$ cat src/rtl/bus_pkg.sv
// Shared definitions for the DMA: register offsets, CTRL bit positions, sequencer states.
// No logic of its own; the byte-merge helper is purely combinational.
// Imported by the responder and the sequencer so both agree on the register map.
package bus_pkg;

    // Register offsets, decoded from addr[3:2]
    localparam logic [1:0] REG_SRC  = 2'd0;
    localparam logic [1:0] REG_DST  = 2'd1;
    localparam logic [1:0] REG_LEN  = 2'd2;
    localparam logic [1:0] REG_CTRL = 2'd3;

    // CTRL bit positions
    localparam int CTRL_START = 0;
    localparam int CTRL_DONE  = 1;
    localparam int CTRL_ERR   = 2;
    localparam int CTRL_SINC  = 3;
    localparam int CTRL_DINC  = 4;
    localparam int CTRL_IE    = 5;
    localparam int CTRL_ABORT = 6;

    // Sequencer states
    typedef enum logic [1:0] {
        ST_IDLE = 2'd0,
        ST_RD   = 2'd1,
        ST_WR   = 2'd2
    } dma_state_e;

    // Replace only the bytes selected by strb
    function automatic logic [31:0] byte_merge(input logic [31:0] old_val,
                                               input logic [31:0] new_val,
                                               input logic [3:0]  strb);
        logic [31:0] res;
        for (int b = 0; b < 4; b++) begin
            res[b*8 +: 8] = strb[b] ? new_val[b*8 +: 8] : old_val[b*8 +: 8];
        end
        return res;
    endfunction

endpackage

$ cat src/rtl/bus_dma_regs.sv
// Config responder: SRC/DST/LEN/CTRL register file, W1C status, start/abort pulses, irq.
// Latency: ready pulses the cycle after valid is seen; rdata is valid alongside it.
// Backpressure: none; back-to-back accesses complete every 2 cycles, ready=1 then 0.
module bus_dma_regs
    import bus_pkg::*;
#(
    parameter int LEN_WIDTH = 16
) (
    input  logic                 clk,
    input  logic                 reset,
    input  logic                 valid,
    output logic                 ready,
    input  logic [3:0]           wstrb,
    input  logic [31:0]          addr,
    input  logic [31:0]          wdata,
    output logic [31:0]          rdata,
    input  logic                 busy,
    input  logic [LEN_WIDTH-1:0] cnt_live,
    input  logic                 set_done,
    input  logic                 set_err,
    output logic [31:0]          src,
    output logic [31:0]          dst,
    output logic [LEN_WIDTH-1:0] len,
    output logic                 sinc,
    output logic                 dinc,
    output logic                 go,
    output logic                 abort_req,
    output logic                 irq
);

    logic        done;
    logic        err;
    logic        ie;
    logic        acc;
    logic        wr_acc;
    logic        ctrl_wr;
    logic        start_wr;
    logic        zero_start;
    logic        clr_done;
    logic        clr_err;
    logic [1:0]  idx;
    logic [31:0] len_ext;
    logic [31:0] len_merged;
    logic [31:0] rd_val;
    logic        unused_addr;

    assign idx         = addr[3:2];
    assign unused_addr = ^{addr[31:4], addr[1:0]};

    // Decode the current access: one access per valid, taken while ready is low
    always_comb begin
        acc        = valid & ~ready;
        wr_acc     = acc & (wstrb != 4'h0);
        ctrl_wr    = wr_acc & (idx == REG_CTRL) & wstrb[0];
        start_wr   = ctrl_wr & wdata[CTRL_START] & ~busy;
        go         = start_wr & (len != '0);
        zero_start = start_wr & (len == '0);
        abort_req  = ctrl_wr & wdata[CTRL_ABORT];
        clr_done   = ctrl_wr & wdata[CTRL_DONE];
        clr_err    = ctrl_wr & wdata[CTRL_ERR];
        len_ext                 = '0;
        len_ext[LEN_WIDTH-1:0]  = len;
        len_merged              = byte_merge(len_ext, wdata, wstrb);
    end

    // Read mux; LEN shows the remaining count while a transfer runs
    always_comb begin
        rd_val = '0;
        case (idx)
            REG_SRC: rd_val = src;
            REG_DST: rd_val = dst;
            REG_LEN: rd_val[LEN_WIDTH-1:0] = busy ? cnt_live : len;
            default: rd_val[5:0] = {ie, dinc, sinc, err, done, busy};
        endcase
    end

    // Handshake pulse and read data
    always_ff @(posedge clk or posedge reset) begin
        if (reset) begin
            ready <= 1'b0;
            rdata <= '0;
        end else begin
            ready <= acc;
            rdata <= acc ? rd_val : 32'h0;
        end
    end

    // Transfer parameters and mode bits are frozen while a transfer runs
    always_ff @(posedge clk or posedge reset) begin
        if (reset) begin
            src  <= '0;
            dst  <= '0;
            len  <= '0;
            sinc <= 1'b0;
            dinc <= 1'b0;
            ie   <= 1'b0;
        end else if (wr_acc && !busy) begin
            case (idx)
                REG_SRC: src <= byte_merge(src, wdata, wstrb);
                REG_DST: dst <= byte_merge(dst, wdata, wstrb);
                REG_LEN: len <= len_merged[LEN_WIDTH-1:0];
                default: begin
                    if (wstrb[0]) begin
                        sinc <= wdata[CTRL_SINC];
                        dinc <= wdata[CTRL_DINC];
                        ie   <= wdata[CTRL_IE];
                    end
                end
            endcase
        end
    end

    // Sticky status: a write-1 clear lands before any set in the same cycle
    always_ff @(posedge clk or posedge reset) begin
        if (reset) begin
            done <= 1'b0;
            err  <= 1'b0;
        end else begin
            done <= (done & ~clr_done) | set_done | zero_start;
            err  <= (err & ~clr_err) | set_err;
        end
    end

    assign irq = ie & (done | err);

endmodule

$ cat src/rtl/bus_dma.sv
// Single-channel memory-to-memory DMA: read a word from src, write it to dst, repeat LEN times.
// Latency: 2 cycles per bus phase minimum, 4 cycles per word against zero-wait targets.
// Backpressure: m_valid and its payload hold until m_ready; a stalled phase aborts after TIMEOUT cycles.
module bus_dma
    import bus_pkg::*;
#(
    parameter int LEN_WIDTH = 16,
    parameter int TIMEOUT   = 1023
) (
    input  logic        clk,
    input  logic        reset,
    input  logic        valid,
    output logic        ready,
    input  logic [3:0]  wstrb,
    input  logic [31:0] addr,
    input  logic [31:0] wdata,
    output logic [31:0] rdata,
    output logic        m_valid,
    input  logic        m_ready,
    output logic [3:0]  m_wstrb,
    output logic [31:0] m_addr,
    output logic [31:0] m_wdata,
    input  logic [31:0] m_rdata,
    output logic        irq
);

    localparam int TW = (TIMEOUT < 2) ? 1 : $clog2(TIMEOUT);

    dma_state_e           state;
    logic [31:0]          src_w;
    logic [31:0]          dst_w;
    logic [LEN_WIDTH-1:0] cnt;
    logic [31:0]          buffer;
    logic [TW-1:0]        wait_cnt;
    logic                 abort_pend;

    logic [31:0]          src;
    logic [31:0]          dst;
    logic [LEN_WIDTH-1:0] len;
    logic                 sinc;
    logic                 dinc;
    logic                 go;
    logic                 abort_req;
    logic                 busy;
    logic                 hs;
    logic                 tmo;
    logic                 abort_now;
    logic                 last_word;
    logic                 set_done;
    logic                 set_err;

    bus_dma_regs #(
        .LEN_WIDTH (LEN_WIDTH)
    ) u_regs (
        .clk       (clk),
        .reset     (reset),
        .valid     (valid),
        .ready     (ready),
        .wstrb     (wstrb),
        .addr      (addr),
        .wdata     (wdata),
        .rdata     (rdata),
        .busy      (busy),
        .cnt_live  (cnt),
        .set_done  (set_done),
        .set_err   (set_err),
        .src       (src),
        .dst       (dst),
        .len       (len),
        .sinc      (sinc),
        .dinc      (dinc),
        .go        (go),
        .abort_req (abort_req),
        .irq       (irq)
    );

    // Phase outcomes; an abort never cuts a pending request, it waits for the handshake
    always_comb begin
        busy      = (state != ST_IDLE);
        hs        = m_valid & m_ready;
        tmo       = m_valid & ~m_ready & (wait_cnt == TW'(TIMEOUT - 1));
        abort_now = abort_pend | abort_req;
        last_word = (state == ST_WR) & (cnt == LEN_WIDTH'(1));
        set_err   = busy & tmo;
        set_done  = busy & ((hs & (abort_now | last_word)) | (~m_valid & abort_now));
    end

    // Sequencer: each phase raises m_valid one cycle after entry, drops it the cycle after m_ready
    always_ff @(posedge clk or posedge reset) begin
        if (reset) begin
            state      <= ST_IDLE;
            src_w      <= '0;
            dst_w      <= '0;
            cnt        <= '0;
            buffer     <= '0;
            wait_cnt   <= '0;
            abort_pend <= 1'b0;
            m_valid    <= 1'b0;
            m_wstrb    <= 4'h0;
            m_addr     <= '0;
            m_wdata    <= '0;
        end else begin
            abort_pend <= abort_now;
            case (state)
                ST_IDLE: begin
                    abort_pend <= 1'b0;
                    if (go) begin
                        src_w <= src;
                        dst_w <= dst;
                        cnt   <= len;
                        state <= ST_RD;
                    end
                end
                ST_RD, ST_WR: begin
                    if (!m_valid) begin
                        if (abort_now) begin
                            abort_pend <= 1'b0;
                            state      <= ST_IDLE;
                        end else begin
                            m_valid  <= 1'b1;
                            wait_cnt <= '0;
                            if (state == ST_RD) begin
                                m_addr  <= {src_w[31:2], 2'b00};
                                m_wstrb <= 4'h0;
                            end else begin
                                m_addr  <= {dst_w[31:2], 2'b00};
                                m_wstrb <= 4'hF;
                                m_wdata <= buffer;
                            end
                        end
                    end else if (m_ready) begin
                        m_valid <= 1'b0;
                        if (abort_now) begin
                            // read data under abort is dropped, no write follows
                            abort_pend <= 1'b0;
                            state      <= ST_IDLE;
                        end else if (state == ST_RD) begin
                            buffer <= m_rdata;
                            state  <= ST_WR;
                        end else begin
                            cnt <= cnt - LEN_WIDTH'(1);
                            if (sinc) src_w <= src_w + 32'd4;
                            if (dinc) dst_w <= dst_w + 32'd4;
                            state <= last_word ? ST_IDLE : ST_RD;
                        end
                    end else if (tmo) begin
                        m_valid    <= 1'b0;
                        abort_pend <= 1'b0;
                        state      <= ST_IDLE;
                    end else begin
                        wait_cnt <= wait_cnt + TW'(1);
                    end
                end
                default: state <= ST_IDLE;
            endcase
        end
    end

endmodule
$ cat config.mk
export PLATFORM = sky130hd
export DESIGN_NAME = bus_dma
export DESIGN_NICKNAME = d
export VERILOG_FILES = /design/src/rtl/bus_pkg.sv /design/src/rtl/bus_dma_regs.sv /design/src/rtl/bus_dma.sv
export SDC_FILE = /design/constraint.sdc
export NUM_CORES = 1
export LEC_CHECK = 0
export ABC_CLOCK_PERIOD_IN_PS = 12200
export CORE_MARGIN = 10
export CORE_UTILIZATION = 40
export CTS_CLUSTER_SIZE = 12
export DETAILED_ROUTE_END_ITERATION = 12
export HOLD_SLACK_MARGIN = 0.02
export MAX_ROUTING_LAYER = met4
export PLACE_DENSITY_LB_ADDON = 0.08
export SLEW_MARGIN = 20
export SYNTH_ARGS = -nofsm -noshare
export SYNTH_HDL_FRONTEND = slang
export SYNTH_SLANG_ARGS = --single-unit
export TNS_END_PERCENT = 50
$ cat constraint.sdc
create_clock -name clk -period 12.2 [get_ports clk]
set_clock_uncertainty 0.15 [all_clocks]
set_input_delay 3.05 -clock clk [delete_from_list [all_inputs] [get_ports clk]]
set_output_delay 3.05 -clock clk [all_outputs]
set_load 0.01 [all_outputs]
Word level (Yosys, flattened, before mapping)
Cells that the tools add are included.
W data, S select, Z words.

word-level totals
  register bits after elaboration = 312
  latch bits = 0
  bits in writable memories = 0
  ROM bits = 0
  input port bits = 104
  output and inout port bits = 103
  memories kept = 0

cells by class
  add/subtract/negate cells = 4
  multiply operators = 0
  div/mod/pow operators = 0
  $lt $le $gt $ge = 0
  eq/ne operators = 19
  shifts and indexed selects = 0
  muxes and demuxes = 48
  bitwise operators = 38
  reduce and logical (&&, ||, !) cells = 30

operators by type and width
  cell                     number
  $mux W32                 14
  $pmux W32 S2             2
  $mux W16                 6
  $add A32 B3 Y32 const B  2
  $pmux W16 S2             2
  $mux W10                 4
  $reduce_and A3 Y1        13
  $pmux W10 S3             1
  $and A1 B1 Y1            22
  $pmux W6 S3              1
  $eq A16 B1 Y1 const B    1
  $logic_not A16 Y1        1
  $ne A2 B2 Y1 const B     8
  $reduce_bool A16 Y1      1
  $sub A16 B1 Y16 const B  1
  $mux W2                  7
  $reduce_and A7 Y1        2
  $add A10 B1 Y10 const B  1
  $eq A10 B10 Y1 const B   1
  $not A1 Y1               9
  $mux W1                  8
  $reduce_and A4 Y1        2
  $or A1 B1 Y1             7
  $eq A2 B2 Y1 const B     3
  16 further kinds         20

Depth between registers and ports, before layout
  word-level depth = 13
  mapped depth = 10
  depth with buffers taken out = 7

Hierarchy
A second synthesis with hierarchy kept.

unflattened totals
  cell total of the unflattened synthesis = 1328
  area, all modules = 14685.3 um^2

modules (own cells, without submodules)
  module        times used  cells each  area each (um^2)
  bus_dma       1           982         9628.0
  bus_dma_regs  1           346         5057.4

Least setup slack after synthesis
No wires, ideal clock.

  kind = in2reg
  start = input addr[3]
  end = register m_wdata[10]
  arrival time = 4.661 ns
  setup slack = 7.264 ns
  stages = 8
  path buffers = 3
  path through = buf_2 and4b_1 clkbuf_1 a311oi_1 nand2_1 nor2_4 buf_6 mux2_2

on the way
  word-level cells in the longest chain between the ends = 7

RTL lines
  item                                RTL line            source
  start: declaration                  bus_dma.sv:15       input logic [31:0] addr,
  $eq A2 B2 Y1                        bus_dma_regs.sv:54  ctrl_wr = wr_acc & (idx == REG_CTRL) & wstrb[0];
  $and A1 B1 Y1 (2 in a row)          bus_dma_regs.sv:54
  $and A1 B1 Y1                       bus_dma_regs.sv:58  abort_req = ctrl_wr & wdata[CTRL_ABORT];
  $or A1 B1 Y1                        bus_dma.sv:82       abort_now = abort_pend | abort_req;
  $not A1 Y1 (no source line)         n/a
  $reduce_and A4 Y1 (no source line)  n/a
  end signal: assignment              bus_dma.sv:128      m_wdata <= buffer;
  end: declaration                    bus_dma.sv:22       output logic [31:0] m_wdata,

No other way between the ends.
A chain may end at the register's enable or synchronous reset.

Final worst setup path
  start = input addr[2]
  end = register dst_w[3]

on the way
  word-level cells in the longest chain between the ends = 8
  elaborated cells on any way between the ends = 11

RTL lines
  item                                  RTL line            source
  $eq A2 B2 Y1 *                        bus_dma_regs.sv:54
  $and A1 B1 Y1 * (2 in a row)          bus_dma_regs.sv:54
  $and A1 B1 Y1 (2 in a row)            bus_dma_regs.sv:55  start_wr = ctrl_wr & wdata[CTRL_START] & ~busy;
  $and A1 B1 Y1                         bus_dma_regs.sv:56  go = start_wr & (len != '0);
  $ne A2 B2 Y1 (no source line)         n/a
  $reduce_and A7 Y1 (no source line) *  n/a
  end signal: assignment                bus_dma.sv:109      dst_w <= dst;
  end signal: assignment                bus_dma.sv:143      if (dinc) dst_w <= dst_w + 32'd4;
  end: declaration                      bus_dma.sv:31       logic [31:0] dst_w;

Mark *: on every way between the ends. The rest lies on a longest branch, timed or not.

==> flow_summary.json <==
{
  "fin_nets": 1574,
  "n_fill_cell": 3312,
  "drc": 0,
  "rsz0062_at_grt": "false",
  "gp_congestion": 0.8566,
  "diodes": 0,
  "drtIter0Drc": 936,
  "fin_setup_tns_ns": 0,
  "routed_wirelength_um": 41850,
  "timing_hold_violations_final": 0,
  "syn2layout_area_growth_pct": 21.82,
  "dp.final_hpwl_um": 28200,
  "cts_resized": 0,
  "p_clk_share_pct": 21.2,
  "start_util_pct": 40.74,
  "num_vias": 11190,
  "clk_latency_ns": 0.52,
  "pwr-share-comb_pct": 40.6,
  "ir_drop_uv": 130.5,
  "status": "completed",
  "numClockSinks": 303,
  "via_per_inst": 5.762,
  "r2r_start": "state[0]",
  "avgSynthCellArea_um2": 10.96,
  "synth_area_um2": 14560,
  "grt_usage_pct": 19.16,
  "crit_type": "primary input to flip-flop",
  "synth.distinct_cells": 65,
  "worstSetupEndpointType": "flip-flop",
  "synth_edf_count": 0,
  "seqPwrFrac_pct": 38.2,
  "yosysWarnings": 0,
  "min_period_ns": 6.936,
  "grt_max_degree": 121,
  "core_um2": 35740,
  "holdPathEnd": "buffer[11]",
  "fmax_mhz": 144.2,
  "htreeDepth": 2,
  "postCtsSetupBuffers": 0,
  "cts_root_buf": "clkbuf_16",
  "hp-start": "buffer[11]",
  "worst_r2r_endpoint": "dst_w[3]",
  "ant_nets": 0,
  "hold_depth": 1,
  "cts_buffers": 36,
  "fp-row-count": 69,
  "grt_pass1_vias": 11290,
  "layout-drive-gt1-share_pct": 17.49,
  "io_buffers": 174,
  "die_x_um": 210.8,
  "critPathLaunchType": "primary input",
  "hold_class": "flip-flop to flip-flop",
  "reg2reg_slack_ns": 7.67,
  "async_flop_share_pct": 100.0,
  "leakage_nw": 7.390,
  "worstMarginPinSlew_ns": 1.081,
  "die_area_um2": 44430,
  "syn_inst": 1329,
  "cp.arrival_ns": 7.18,
  "clk_pin_slew_ns": 0.06,
  "setup_viol": 0,
  "worst-r2r-cell-count": 9,
  "cts_tree": "done",
  "relSlewSlack_pct": 27.86,
  "cp.required_ns": 12.44,
  "swShare_pct": 38.09,
  "p_sw_mw": 1.845,
  "synthFlopType": "dfrtp_1",
  "grt_pass1_wl_um": 66240,
  "total_power_mw": 4.844,
  "hold_buffers": 0,
  "pin_count": 207,
  "firstDrtPassIters": 6,
  "die_y_um": 210.8,
  "avgRoutedWirePerCell_um": 21.55,
  "antenna_found_initial": 0,
  "final.period_utilization_pct": 56.85,
  "p_per_area_nw_per_um2": 273.1,
  "overflow": 0,
  "ys_seq_elements": 303,
  "critPathMaxFanout": 62,
  "synth.yosys.seq_area_share_pct": 52.07,
  "max_cap_violations": 0,
  "cts.path.max_buffers": 3,
  "p_int_mw": 2.999,
  "slew_violations": 0
}
metal layers:
layer	vias to the layer above	global-route usage [%]	wire (um)
li1	5165	-	-
met1	5679	25.40	19190
met2	295	30.60	20230
met3	50	2.404	1640
met4	0	4.870	794
met5	-	-	0
power groups by stage:
stage	clock network, mW	registers [mW]	logic (mW)
6_report	1.03	1.85	1.97
2_1_floorplan	0	1.78	1.31
3_3_place_gp	0	1.84	1.95
4_1_cts	1.06	1.84	1.98
5_1_grt	1.10	1.92	2.17
3_5_place_dp	0	1.86	1.97
worst max path at each step:
stage            start  cells after the start  slack, ns    endpoint
2_1_floorplan    reset                      1       0.63  abort_pend
3_3_place_gp   addr[2]                      9       4.87    dst_w[3]
3_5_place_dp   addr[2]                      9       4.80    dst_w[3]
4_1_cts        addr[2]                      9       5.35    dst_w[3]
5_1_grt        addr[2]                      9       5.07    dst_w[3]
6_report       addr[2]                      9       5.26    dst_w[3]
cell usage after synthesis, types with 4 or more instances:
cell type    n  area share [%]
mux2_2     157              12
ha_1        10            0.86
a31o_2       6            0.36
and4_1       9            0.54
o22ai_1     32             1.4
nor2b_1      4            0.17
nor4_1      11            0.47
xnor2_1      5            0.30
nor3_1      10            0.34
o21ai_0     57             2.0
nand2_1     79             2.0
or2_2        7            0.30
inv_1       24            0.62
or4_1        5            0.26
nand2b_1    11            0.47
o22a_1      11            0.66
buf_2       26            0.89
mux2i_1     71             4.9
clkbuf_1    54             1.4
a31oi_1     70             3.0
nor2_1      84             2.2
dfrtp_1    303              52
and2_1       8            0.34
or3_1        5            0.21
nand4_1     21            0.90
nand3_1     43             1.5
o31ai_1     12            0.62
buf_4       10            0.52
o32ai_1      8            0.48
a21oi_1    103             3.5
buf_1        8            0.21
and3_1       9            0.39
mux4_2       5            0.77
worst max-delay path: stages:
cell     delay, ns
buf_2         0.08
buf_4         0.60
nand2_1       0.31
nor2_1        0.52
a31o_2        0.57
buf_4         0.68
and2_1        0.56
buf_4         0.35
mux2_2        0.36
per-stage QoR:
stage | hold slack [ns] | setup slack [ns] | std cells | area, um2 | util (%)
final | 0.3508 | 5.264 | 1942 | 17740 | 49.63
after global routing | 0.3629 | 5.074 | 1942 | 17740 | 49.63
after CTS | 0.3566 | 5.354 | 1942 | 17740 | 49.63
after detailed placement | 0.3405 | 4.801 | 1883 | 16620 | 46.49
after global placement | 0.3322 | 4.870 | 1883 | 16620 | 46.49
after floorplan | 0.3237 | 0.6257 | 1330 | 14570 | -
registers in the layout, summed over array words and instances, names as in the netlist, 2 cells and up:
register,count
src_w,30
wait_cnt,10
u_regs.rdata,32
m_addr,30
dst_w,30
u_regs.src,32
buffer,32
m_wdata,32
state,2
cnt,16
u_regs.len,16
u_regs.dst,32
cell type report:
type	count	area, um2	share of cell area (%)
Inverter	24	97.59	0.5502
Multi-Input combinational cell	902	6481	36.54
Timing Repair Buffer	193	1879	10.59
Sequential cell	303	7582	42.75
Tap cell	461	576.8	3.252
Clock inverter	2	10.01	0.05643
Clock buffer	57	1111	6.264
cell usage in the layout, fill, tap and decap left out, types with 12 or more instances in the layout:
cell type        Yosys  final
mux2i_1             71     71
o21ai_0             57     57
o31ai_1             12     12
nor2_1              84     84
inv_1               24     23
a31oi_1             70     70
nand3_1             43     43
mux2_2             157    157
nand2_1             79     79
clkbuf_16            0     37
clkdlybuf4s50_1      0    173
dfrtp_1            303    303
nand4_1             21     21
buf_4               10     19
a21oi_1            103    103
o22ai_1             32     32
cells by family (layout without fill, tap and decap cells):
kind of cell | after synthesis | in the layout | synth area share, %
buffers and inverters | 125 | 276 | 3.858
AND/OR/NAND/NOR | 319 | 319 | 11.03
other | 1 | 2 | 0.02575
XOR/XNOR | 6 | 6 | 0.3609
flip-flops | 303 | 303 | 52.07
AO/OA/AOI/OAI | 332 | 332 | 14.00
multiplexers | 233 | 233 | 17.80
adder cells (fa/ha/maj) | 10 | 10 | 0.8593
Power figures use the tool's default switching activity.
